--- src/rtl/counter_sequencer.sv ---
// Run controller for an 8-bit enable/T-flip-flop up-counter: launches, paces, pauses and aborts counting runs.
// Optional macro CNT_SEQ_PERIOD_CNT_EN adds a saturating PeriodCount output of Done pulses.
module counter_sequencer #(
    parameter int WIDTH      = 8,
    parameter int PRESCALE_W = 4
) (
    input  logic                  Clock,
    input  logic                  Reset,
    input  logic                  Start,
    input  logic                  Stop,
    input  logic [WIDTH-1:0]      Limit,
    input  logic [PRESCALE_W-1:0] Prescale,
    input  logic                  Periodic,
    input  logic [WIDTH-1:0]      CounterValue,
    output logic                  CountEn,
    output logic                  CountClr,
    output logic                  Busy,
`ifdef CNT_SEQ_PERIOD_CNT_EN
    output logic [7:0]            PeriodCount,
`endif
    output logic                  Done
);

    typedef enum logic [2:0] {
        S_IDLE,
        S_CLEAR,
        S_RUN,
        S_PAUSE,
        S_DONE
    } state_t;

    state_t                state_q,     state_d;
    logic [WIDTH-1:0]      limit_q,     limit_d;
    logic [PRESCALE_W-1:0] presc_q,     presc_d;
    logic                  periodic_q,  periodic_d;
    logic [PRESCALE_W-1:0] presc_cnt_q, presc_cnt_d;
    logic                  done_q,      done_d;

    logic at_limit;
    logic presc_tick;
    logic launch;

    // Terminal compare uses the latched limit so host changes mid-run are invisible.
    assign at_limit   = (CounterValue == limit_q);
    assign presc_tick = (presc_cnt_q == presc_q);

    always_comb begin
        // NOTE: every _d takes its held value first, so no branch leaves one unassigned and no latch is inferred.
        state_d     = state_q;
        limit_d     = limit_q;
        presc_d     = presc_q;
        periodic_d  = periodic_q;
        presc_cnt_d = presc_cnt_q;
        done_d      = 1'b0;
        launch      = 1'b0;

        case (state_q)
            S_IDLE: begin
                if (!Stop && Start) begin
                    launch  = 1'b1;
                    state_d = S_CLEAR;
                end
            end
            S_CLEAR: begin
                presc_cnt_d = '0;
                state_d     = Stop ? S_IDLE : S_RUN;
            end
            S_RUN: begin
                // Terminal count outranks Stop so a run that has finished always reports Done.
                if (at_limit) begin
                    done_d  = 1'b1;
                    state_d = periodic_q ? S_CLEAR : S_DONE;
                end else begin
                    presc_cnt_d = presc_tick ? '0 : presc_cnt_q + 1'b1;
                    if (Stop) begin
                        state_d = S_PAUSE;
                    end
                end
            end
            S_PAUSE: begin
                if (Stop) begin
                    state_d = S_IDLE;
                end else if (Start) begin
                    state_d = S_RUN;
                end
            end
            S_DONE: begin
                if (Stop) begin
                    state_d = S_IDLE;
                end else if (Start) begin
                    launch  = 1'b1;
                    state_d = S_CLEAR;
                end
            end
            default: begin
                state_d = S_IDLE;
            end
        endcase

        if (launch) begin
            limit_d    = Limit;
            presc_d    = Prescale;
            periodic_d = Periodic;
        end
    end

    always_ff @(posedge Clock) begin
        if (Reset) begin
            state_q     <= S_IDLE;
            limit_q     <= '0;
            presc_q     <= '0;
            periodic_q  <= 1'b0;
            presc_cnt_q <= '0;
            done_q      <= 1'b0;
        end else begin
            // NOTE: non-blocking so every flop samples the same pre-edge values regardless of statement order.
            state_q     <= state_d;
            limit_q     <= limit_d;
            presc_q     <= presc_d;
            periodic_q  <= periodic_d;
            presc_cnt_q <= presc_cnt_d;
            done_q      <= done_d;
        end
    end

`ifdef CNT_SEQ_PERIOD_CNT_EN
    logic [7:0] period_cnt_q, period_cnt_d;
    logic       launch_idle;

    // Only a fresh launch from IDLE restarts the tally; relaunching from DONE accumulates.
    assign launch_idle = (state_q == S_IDLE) && Start && !Stop;

    always_comb begin
        period_cnt_d = period_cnt_q;
        if (launch_idle) begin
            period_cnt_d = '0;
        end else if (done_d && (period_cnt_q != 8'd255)) begin
            period_cnt_d = period_cnt_q + 8'd1;
        end
    end

    always_ff @(posedge Clock) begin
        if (Reset) begin
            period_cnt_q <= '0;
        end else begin
            period_cnt_q <= period_cnt_d;
        end
    end

    assign PeriodCount = period_cnt_q;
`endif

    assign CountEn  = (state_q == S_RUN) && presc_tick && !at_limit;
    assign CountClr = (state_q == S_CLEAR);
    assign Busy     = (state_q == S_CLEAR) || (state_q == S_RUN) || (state_q == S_PAUSE);
    assign Done     = done_q;

endmodule

--- config.mk ---
export PLATFORM = sky130hd
export DESIGN_NAME = counter_sequencer
export DESIGN_NICKNAME = d
export VERILOG_FILES = /design/src/rtl/counter_sequencer.sv
export SDC_FILE = /design/constraint.sdc
export NUM_CORES = 1
export LEC_CHECK = 0
export ABC_CLOCK_PERIOD_IN_PS = 1800
export BUFFER_PORTS_ARGS = -buffer_cell sky130_fd_sc_hd__buf_2
export CELL_PAD_IN_SITES_DETAIL_PLACEMENT = 1
export CELL_PAD_IN_SITES_GLOBAL_PLACEMENT = 1
export CORE_AREA = 3 3 59 61
export DETAILED_ROUTE_END_ITERATION = 16
export DIE_AREA = 0 0 62 64
export PLACE_DENSITY = 0.81
export SETUP_SLACK_MARGIN = 0.4
export SLEW_MARGIN = 20
export SYNTH_ARGS = -nofsm -noshare
export SYNTH_HDL_FRONTEND = slang
export SYNTH_SLANG_ARGS = --single-unit
--- constraint.sdc ---
create_clock -name Clock -period 1.8 [get_ports Clock]
set_input_delay 0.27 -clock Clock [delete_from_list [all_inputs] [get_ports Clock]]
set_output_delay 0.27 -clock Clock [all_outputs]
set_load 0.01 [all_outputs]
==> results.toml, run 1 <==
[outcome]
status = "complete, no violations"

[synthesis]
syn_inst = 131
synth-seq-cells = 21
synth_top_area_share_pct = 38.36
synth_top_area_cell = "dfxtp_1"
synth_ff_type = "dfxtp_1"
syn-cell-area_um2 = 1096
syn-num-nets = 157
seq_area_frac_synth_pct = 38.36
yosys_warnings = 0
synth_edf_count = 0
syn_area_per_cell_um2 = 8.367
synth_area_leaders = "dfxtp_1 (38%), nand2_1 (9.2%), a21oi_1 (7.8%), xor2_1 (6.4%), nor4_4 (3.9%)"
synth_cell_types = 34
async_flop_share_pct = 0

[clocking]
cts_tree = "built"
numClockSinks = 21
cts_made_buffers = 3
cts_buffer_depth = 2
htreeDepth = 1
worstSkewPairLatency_ns = 0.32
clk_pin_slew_worst_paths_ns = 0.12
postCtsHoldBufs = 0
clockRootBuffer = "clkbuf_4"

[routing]
drc_errors = 0
firstDrtPassIters = 4
antenna_left = 0
vias = 1088
dr.first_iter.drc_count = 22
vias_per_cell = 5.108
wl_per_cell_um = 15.34
wl_um = 3267

[sta]
rsz0062_at_grt = "true"
hold_viol_final = 0
period_needed_ns = 1.799
drv_slew = 0
fin_skew_ns = 0.004566
slew_headroom_pct = 68.25
fin_tns_setup_ns = 0
timing.final.crit_share_pct = 99.93
timing.final.ws_setup_ns = 0.001199
holdWs_ns = 0.1645
max_freq_mhz = 555.9
tightest_slew_ns = 0.4762
setup_violations = 0

[floorplan]
die_h_um = 64
initial_core_util_pct = 36.20
core_area_um2 = 3028
die_area_um2 = 3968
io_pins = 29
row_count = 20
die_w_um = 62

[layout]
fillers = 375
syn2layout_area_growth_pct = 38.36
drive_above_1_share_pct = 41.42
final_cell_mix = "buf_2 (27), nand2_1 (26), a21oi_1 (17)"
finish.utilization_pct = 50.08
antenna_cells = 0
final_common_cell = "buf_2"
final_net_count = 196

[worst_setup_path]
cp-start-kind = "flip-flop"
critPathKind = "flip-flop to output pin"
cp.required_ns = 1.53
crit_fanout = 2
end_kind = "output pin"
cp.arrival_ns = 1.53

[power]
netSwitchingFraction_pct = 30.53
power_frac_comb_pct = 20.4
power.leakage_nw = 0.5953
design_power_total_w = 0.0009401
seqPwrFrac_pct = 53.8
powerDensity_nw_per_um2 = 619.9
internal_power_w = 0.0006531
ir_drop_v = 0.0004060
p_clk_share_pct = 25.8
switchingPower_w = 0.0002870

[placement]
hpwl_um = 2037
dp_slack_ns = 0.1525
gp_congestion = 0.7912
portBuffers = 28

[run]
max_cap_viol_count = 0

[grt]
grt_pass1_wl_um = 5271
grt_max_degree = 24
grt_use_total_pct = 18.11
grt_pass1_vias = 1123
antenna_found_initial = 0
grt_overflow = 0

[hold_path]
min_path_type = "primary input to flip-flop"
[cells in the mapped netlist (2+ instances only)]
cell type,n
nand2_1,27
dfxtp_1,21
a21oi_1,17
nor2_1,9
xor2_1,8
nand2b_1,5
nor3_1,5
xnor2_1,4
a31oi_1,3
clkbuf_1,3
nand4b_1,3
buf_2,2
nand3_1,2
nor4_4,2
[critical path, cell delays in order, from the launching register on]
cell	delay, ns
dfxtp_2	0.35
xor2_2	0.16
nor4_4	0.36
nand2_4	0.09
nand2_2	0.07
nor2_1	0.03
buf_2	0.14
[flip-flops by register name, indices dropped and copies added, names as in the netlist]
signal,count
presc_q,4
presc_cnt_q,4
Done,1
limit_q,8
state_q,3
periodic_q,1
[worst paths after layout]
kind / cells after the start / start / endpoint / slack [ns]
setup reg to reg: 7 / limit_q[7]$_SDFFE_PP0P_ / state_q[0]$_SDFFE_PP0P_ / 0.04
hold reg to reg: 2 / limit_q[4]$_SDFFE_PP0P_ / limit_q[4]$_SDFFE_PP0P_ / 0.48
hold / removal: 3 / Limit[2] / limit_q[2]$_SDFFE_PP0P_ / 0.16
setup / recovery: 6 / limit_q[7]$_SDFFE_PP0P_ / CountEn / 0.001
[layer usage]
layer,global-route usage [%],wire length [um],vias up
met5,0,0,-
met4,10.34,89,0
met3,3.232,133,5
met2,30.96,1759,23
met1,19.98,1284,528
li1,-,-,532
[timing repair]
item / CTS / global route
pin swaps: 6 / 9
endpoints found under the setup margin: 11 / 19
cloned: 0 / 0
setup buffers: 5 / 5
gates resized for setup: 15 / 13
[metrics by stage]
step | area (um2) | std cells
after floorplan | 1105 | 131
after global routing | 1516 | 213
after global placement | 1286 | 199
after CTS | 1406 | 208
after detailed placement | 1286 | 199
final | 1516 | 213
[cells by family (layout without fill, tap and decap cells)]
family | count (synthesis) | count (layout) | synth area share [%]
AOI/OAI and AO/OA | 25 | 25 | 13.81
xor gates and xnor gates | 12 | 12 | 9.589
adders and majority gates | 1 | 1 | 1.141
buffers and inverters | 6 | 44 | 2.283
DFF | 21 | 21 | 38.36
muxes | 1 | 1 | 0.9133
and+or+nand+nor | 65 | 65 | 33.91
[area by class of cell]
| type | instances | area, um2 | share of cell area (%) |
|---|---|---|---|
| Sequential cell | 21 | 434.2 | 28.63 |
| Inverter | 1 | 3.754 | 0.2475 |
| Timing Repair Buffer | 39 | 236.5 | 15.59 |
| Clock inverter | 1 | 5.005 | 0.3300 |
| Multi-Input combinational cell | 104 | 759.5 | 50.08 |
| Clock buffer | 3 | 22.52 | 1.485 |
| Tap cell | 44 | 55.05 | 3.630 |
[power groups by stage]
stage / Clock [W] / Combinational (W) / Sequential, W
after global placement: 0 / 0.000149 / 0.000510
final: 0.000242 / 0.000192 / 0.000506
after floorplan: 0 / 0.000102 / 0.000506
after CTS: 0.000239 / 0.000173 / 0.000504
after detailed placement: 0 / 0.000156 / 0.000512
after global routing: 0.000277 / 0.000209 / 0.000510
No activity file was read; power rests on OpenSTA's default activity.
==> inputs of run 2 (changes only) <==
Settings changed: CAP_MARGIN set to 20, PLACE_DENSITY 0.81 to unset, PLACE_DENSITY_LB_ADDON set to 0.1.
==> run 2 against run 1 <==
Effect of this change: wire length fell by 11%; maximum frequency is 1.9% higher; clock skew fell by 0.00080 ns; design area up 2.9%; hold slack got worse by 0.0022 ns; core utilization is 1.4 points higher; die area unchanged; sequential share of layout area decreased by 0.56 points; first-iteration DRC count increased by 23%; clock power about the same; critical path depth unchanged; total power about the same; largest power group unchanged.
==> results.toml, run 2 (synthesis results as in run 1) <==
[routing]
dr.first_iter.drc_count = 27
firstDrtPassIters = 3
wl_um = 2904
wl_per_cell_um = 13.51
vias = 1054
drc_errors = 0
vias_per_cell = 4.902
antenna_left = 0

[worst_setup_path]
cp.required_ns = 1.53
r2r_end = "presc_cnt_q[3]$_SDFFE_PP0P_"
end_kind = "output pin"
r2r_slack_ns = 0.15
rr_worst_depth = 8
critPathKind = "flip-flop to output pin"
rr_startpoint = "limit_q[5]$_SDFFE_PP0P_"
crit_fanout = 2
cp-start-kind = "flip-flop"
cp.arrival_ns = 1.50

[layout]
top_regs = "limit_q x8, presc_cnt_q x4, presc_q x4"
final_cell_mix = "buf_2 (27), nand2_1 (26), a21oi_1 (17)"
antenna_cells = 0
final_net_count = 198
largest_register = "limit_q"
fillers = 377
final_common_cell = "buf_2"
drive_above_1_share_pct = 42.69
syn2layout_area_growth_pct = 42.35
largest_reg_flops = 8

[sta]
hold_viol_final = 0
fin_tns_setup_ns = 0
setup_violations = 0
fin_skew_ns = 0.003763
slew_headroom_pct = 68.28
holdWs_ns = 0.1622
period_needed_ns = 1.765
tightest_slew_ns = 0.4758
timing.final.crit_share_pct = 98.06
drv_slew = 0
rsz0062_at_grt = "true"
max_freq_mhz = 566.6

[grt]
grt_pass1_vias = 1024
grt_use_total_pct = 15.63
antenna_found_initial = 0
grt_overflow = 0
grt_max_degree = 24
grt_pass1_wl_um = 4636

[placement]
hpwl_um = 1909
gp_congestion = 0.8395
portBuffers = 28

[power]
powerDensity_nw_per_um2 = 602.4
power.leakage_nw = 0.6150
ir_drop_v = 0.0002328

[run]
max_cap_viol_count = 0

[floorplan]
initial_core_util_pct = 36.20
core_area_um2 = 3028
io_pins = 29
die_w_um = 62
die_h_um = 64
row_count = 20
die_area_um2 = 3968

[hold_path]
min_path_type = "primary input to flip-flop"
holdCritStartpoint = "Limit[7]"
min_delay_path_depth = 3
holdPathEnd = "limit_q[7]$_SDFFE_PP0P_"

[clocking]
clockRootBuffer = "clkbuf_4"
clk_pin_slew_worst_paths_ns = 0.12
numClockSinks = 21
cts_tree = "built"
postCtsHoldBufs = 0
cts_made_buffers = 3
htreeDepth = 1
cts_buffer_depth = 2
worstSkewPairLatency_ns = 0.32

[outcome]
status = "complete, no violations"
==> run 2: changes by cell type in the layout (fill, tap and decap cells not counted) <==
cell / before / now
nand3_2: 1 / 0
buf_6: 1 / 5
nor3_2: 3 / 2
buf_4: 10 / 8
buf_8: 1 / 0
nor3_1: 3 / 4
xor2_2: 3 / 5
xor2_1: 5 / 3
dfxtp_1: 14 / 13
nand3_1: 1 / 2
dfxtp_4: 2 / 3
buf_12: 0 / 1
==> run 2: layer usage <==
| metal | vias up | part of all wire, % | wire length (um) | GRT usage, % |
|---|---|---|---|---|
| li1 | 531 | - | - | - |
| met1 | 499 | 46 | 1326 | 20.05 |
| met2 | 20 | 49 | 1432 | 24.09 |
| met3 | 4 | 3.3 | 97 | 3.030 |
| met4 | 0 | 1.7 | 48 | 7.958 |
| met5 | - | 0 | 0 | 0 |
==> run 2: where the power goes <==
group	internal [W]	total [W]	leakage, nW	switching, W
Combinational	0.0000917	0.000195	0.422	0.000103
Clock	0.0000836	0.000241	0.0177	0.000158
Sequential	0.000482	0.000503	0.175	0.0000215
Total	0.000657	0.000940	0.615	0.000283
==> run 2: worst max-delay path, stage by stage, from the launching register on <==
cell	delay, ns
dfxtp_2	0.35
xor2_2	0.15
nor4_4	0.35
nand2_4	0.09
nand2_2	0.06
nor2_1	0.03
buf_2	0.14
==> run 2: how the worst max path moves through the flow <==
stage	from	endpoint	cells past startpoint
global route	limit_q[5]$_SDFFE_PP0P_	CountEn	6
floorplan	limit_q[4]$_SDFFE_PP0P_	presc_cnt_q[1]$_SDFFE_PP0P_	5
finish	limit_q[5]$_SDFFE_PP0P_	CountEn	6
CTS	limit_q[7]$_SDFFE_PP0P_	CountEn	6
global placement	CounterValue[5]	CountEn	7
detailed placement	CounterValue[5]	CountEn	7
==> run 2: metrics by stage <==
step / cell area [um2] / power, W / utilization, % / setup WS (ns) / std cells
detailed placement: 1286 / 0.0006672 / 42.48 / 0.1534 / 199
global route: 1560 / 0.001000 / 51.53 / -0.04738 / 215
CTS: 1408 / 0.0009257 / 46.49 / 0.008707 / 208
finish: 1560 / 0.0009399 / 51.53 / 0.03500 / 215
global placement: 1286 / 0.0006621 / 42.48 / 0.1776 / 199
floorplan: 1105 / 0.0006077 / - / 0.4008 / 131
==> run 2: final cells by class <==
type | instances | area [um2] | area share [%]
Inverter | 1 | 3.754 | 0.2406
Clock inverter | 1 | 5.005 | 0.3208
Timing Repair Buffer | 41 | 271.5 | 17.40
Clock buffer | 3 | 22.52 | 1.443
Multi-Input combinational cell | 104 | 764.5 | 49.00
Sequential cell | 21 | 437.9 | 28.07
Tap cell | 44 | 55.05 | 3.528
==> run 2: what timing repair did <==
action,4_1_cts,5_1_grt
resized for setup,15,20
endpoints found under the hold margin,0,0
endpoints found under the setup margin,19,16
pin swaps,9,10
setup buffers,5,7
==> inputs of run 3 (changes only) <==
==> constraint.sdc (replaced) <==
create_clock -name Clock -period 1.8 [get_ports Clock]
set_input_delay 0.18 -clock Clock [delete_from_list [all_inputs] [get_ports Clock]]
set_output_delay 0.18 -clock Clock [all_outputs]
set_load 0.01 [all_outputs]
==> run 3 against run 2 <==
Effect of this change: critical path type unchanged; setup slack improved by 0.080 ns; clock power decreased by 3%; maximum frequency increased by 4.7%; design area decreased by 6.5%; global-route usage decreased by 0.61 points; clock skew decreased by 0.0019 ns; core utilization decreased by 3.3 points; hold slack got worse by 0.068 ns; count of clock-buffer cells in the layout increased by 1; critical endpoint unchanged.
==> results.toml, run 3 (synthesis results as in run 1) <==
[worst_setup_path]
critPathKind = "flip-flop to output pin"
max_stage_delay_ns = 0.38
cpMaxStageDelayCell = "nor4_4"
cp.required_ns = 1.62
end_kind = "output pin"
cp.arrival_ns = 1.51
critPathBufInv = 1
crit_fanout = 3
cp-start-kind = "flip-flop"
path_delay_family = "simple AND/OR/NAND/NOR gates"
critical_path.cell_chain = "xor2_2, nor4_4, nand2_4, nand2_2, nor2_2, buf_2"

[power]
powerDensity_nw_per_um2 = 628.3
internal_power_w = 0.0006489
seqPwrFrac_pct = 54.9
ir_drop_v = 0.0002838
netSwitchingFraction_pct = 29.21
switchingPower_w = 0.0002678
p_clk_share_pct = 25.6
power_frac_comb_pct = 19.5
power.leakage_nw = 0.5644

[sta]
slew_headroom_pct = 67.20
fin_tns_setup_ns = 0
period_needed_ns = 1.685
setup_violations = 0
tightest_slew_ns = 0.4920
max_freq_mhz = 593.4
timing.final.crit_share_pct = 93.63
timing.final.ws_setup_ns = 0.1147
fin_skew_ns = 0.001876
drv_slew = 0
hold_viol_final = 0
holdWs_ns = 0.09386
rsz0062_at_grt = "true"

[layout]
drive_above_1_share_pct = 36.59
final_cell_mix = "buf_2 (28), nand2_1 (26), a21oi_1 (17)"
largest_register = "limit_q"
antenna_cells = 0
top_regs = "limit_q x8, presc_cnt_q x4, presc_q x4"
fillers = 373
final_net_count = 191
finish.utilization_pct = 48.18
final_common_cell = "buf_2"
syn2layout_area_growth_pct = 33.11
largest_reg_flops = 8

[clocking]
clockRootBuffer = "clkbuf_4"
htreeDepth = 1
clk_pin_slew_worst_paths_ns = 0.12
cts_tree = "built"
worstSkewPairLatency_ns = 0.30
cts_made_buffers = 3
numClockSinks = 21
postCtsHoldBufs = 0
cts_buffer_depth = 2

[grt]
grt_pass1_wl_um = 4623
antenna_found_initial = 0
grt_max_degree = 24
grt_pass1_vias = 1062
grt_overflow = 0
grt_use_total_pct = 15.02

[outcome]
status = "complete, no violations"

[routing]
wl_um = 2801
wl_per_cell_um = 13.47
firstDrtPassIters = 3
dr.first_iter.drc_count = 28
drc_errors = 0
vias_per_cell = 4.822
vias = 1003
antenna_left = 0

[placement]
portBuffers = 28
hpwl_um = 2030
gp_congestion = 0.8075
dp_slack_ns = 0.2511

[floorplan]
row_count = 20
core_area_um2 = 3028
initial_core_util_pct = 36.20
die_h_um = 64
die_w_um = 62
die_area_um2 = 3968
io_pins = 29

[hold_path]
min_path_type = "primary input to flip-flop"

[run]
max_cap_viol_count = 0
run 3: changes by cell type in the layout (fill, tap and decap cells not counted), sizes merged:
cell    before  now
clkinv       1    0
clkbuf       3    4
buf         41   34
run 3: routing by layer:
| metal | up-vias | wire [um] | global-route usage [%] |
|---|---|---|---|
| li1 | 519 | - | - |
| met1 | 464 | 1375 | 20.25 |
| met2 | 18 | 1327 | 24.61 |
| met3 | 2 | 83 | 1.818 |
| met4 | 0 | 15 | 3.979 |
| met5 | - | 0 | 0 |
run 3: area by class of cell:
cell class | instances | area (um2) | share of cell area [%]
flip-flops and latches | 21 | 431.7 | 29.59
inverters | 1 | 3.754 | 0.2573
repair buffers | 34 | 197.7 | 13.55
well taps | 44 | 55.05 | 3.774
multi-input cells | 104 | 744.5 | 51.03
clock buffers | 4 | 26.28 | 1.801
run 3: metrics by stage:
stage          area (um2)  total power, W  cells
3_3_place_gp         1286       0.0006630    199
4_1_cts              1375       0.0009223    206
6_report             1459       0.0009167    208
5_1_grt              1459       0.0009799    208
2_1_floorplan        1105       0.0006077    131
3_5_place_dp         1286       0.0006682    199
run 3: tightest hold or removal path, stage by stage:
cell     delay, ns
buf_2         0.10
nand2_1       0.05
a21oi_1       0.05
run 3: final timing paths:
kind	start	endpoint	slack, ns	depth (start not counted)
setup / recovery	limit_q[0]$_SDFFE_PP0P_	CountEn	0.11	6
hold / removal	Limit[0]	limit_q[0]$_SDFFE_PP0P_	0.09	3
setup reg to reg	limit_q[0]$_SDFFE_PP0P_	presc_cnt_q[1]$_SDFFE_PP0P_	0.15	7
hold reg to reg	limit_q[6]$_SDFFE_PP0P_	limit_q[6]$_SDFFE_PP0P_	0.47	2
run 3: what timing repair did:
item,CTS,global route
pin swaps,5,8
buffers inserted,3,2
resized for setup,10,14
setup endpoints to repair,10,18
run 3: power groups by stage:
| stage | clock network, W | logic [W] | registers, W |
|---|---|---|---|
| final | 0.000234 | 0.000179 | 0.000503 |
| after floorplan | 0 | 0.000102 | 0.000506 |
| after global routing | 0.000272 | 0.000201 | 0.000507 |
| after detailed placement | 0 | 0.000157 | 0.000512 |
| after CTS | 0.000251 | 0.000168 | 0.000503 |
| after global placement | 0 | 0.000152 | 0.000511 |
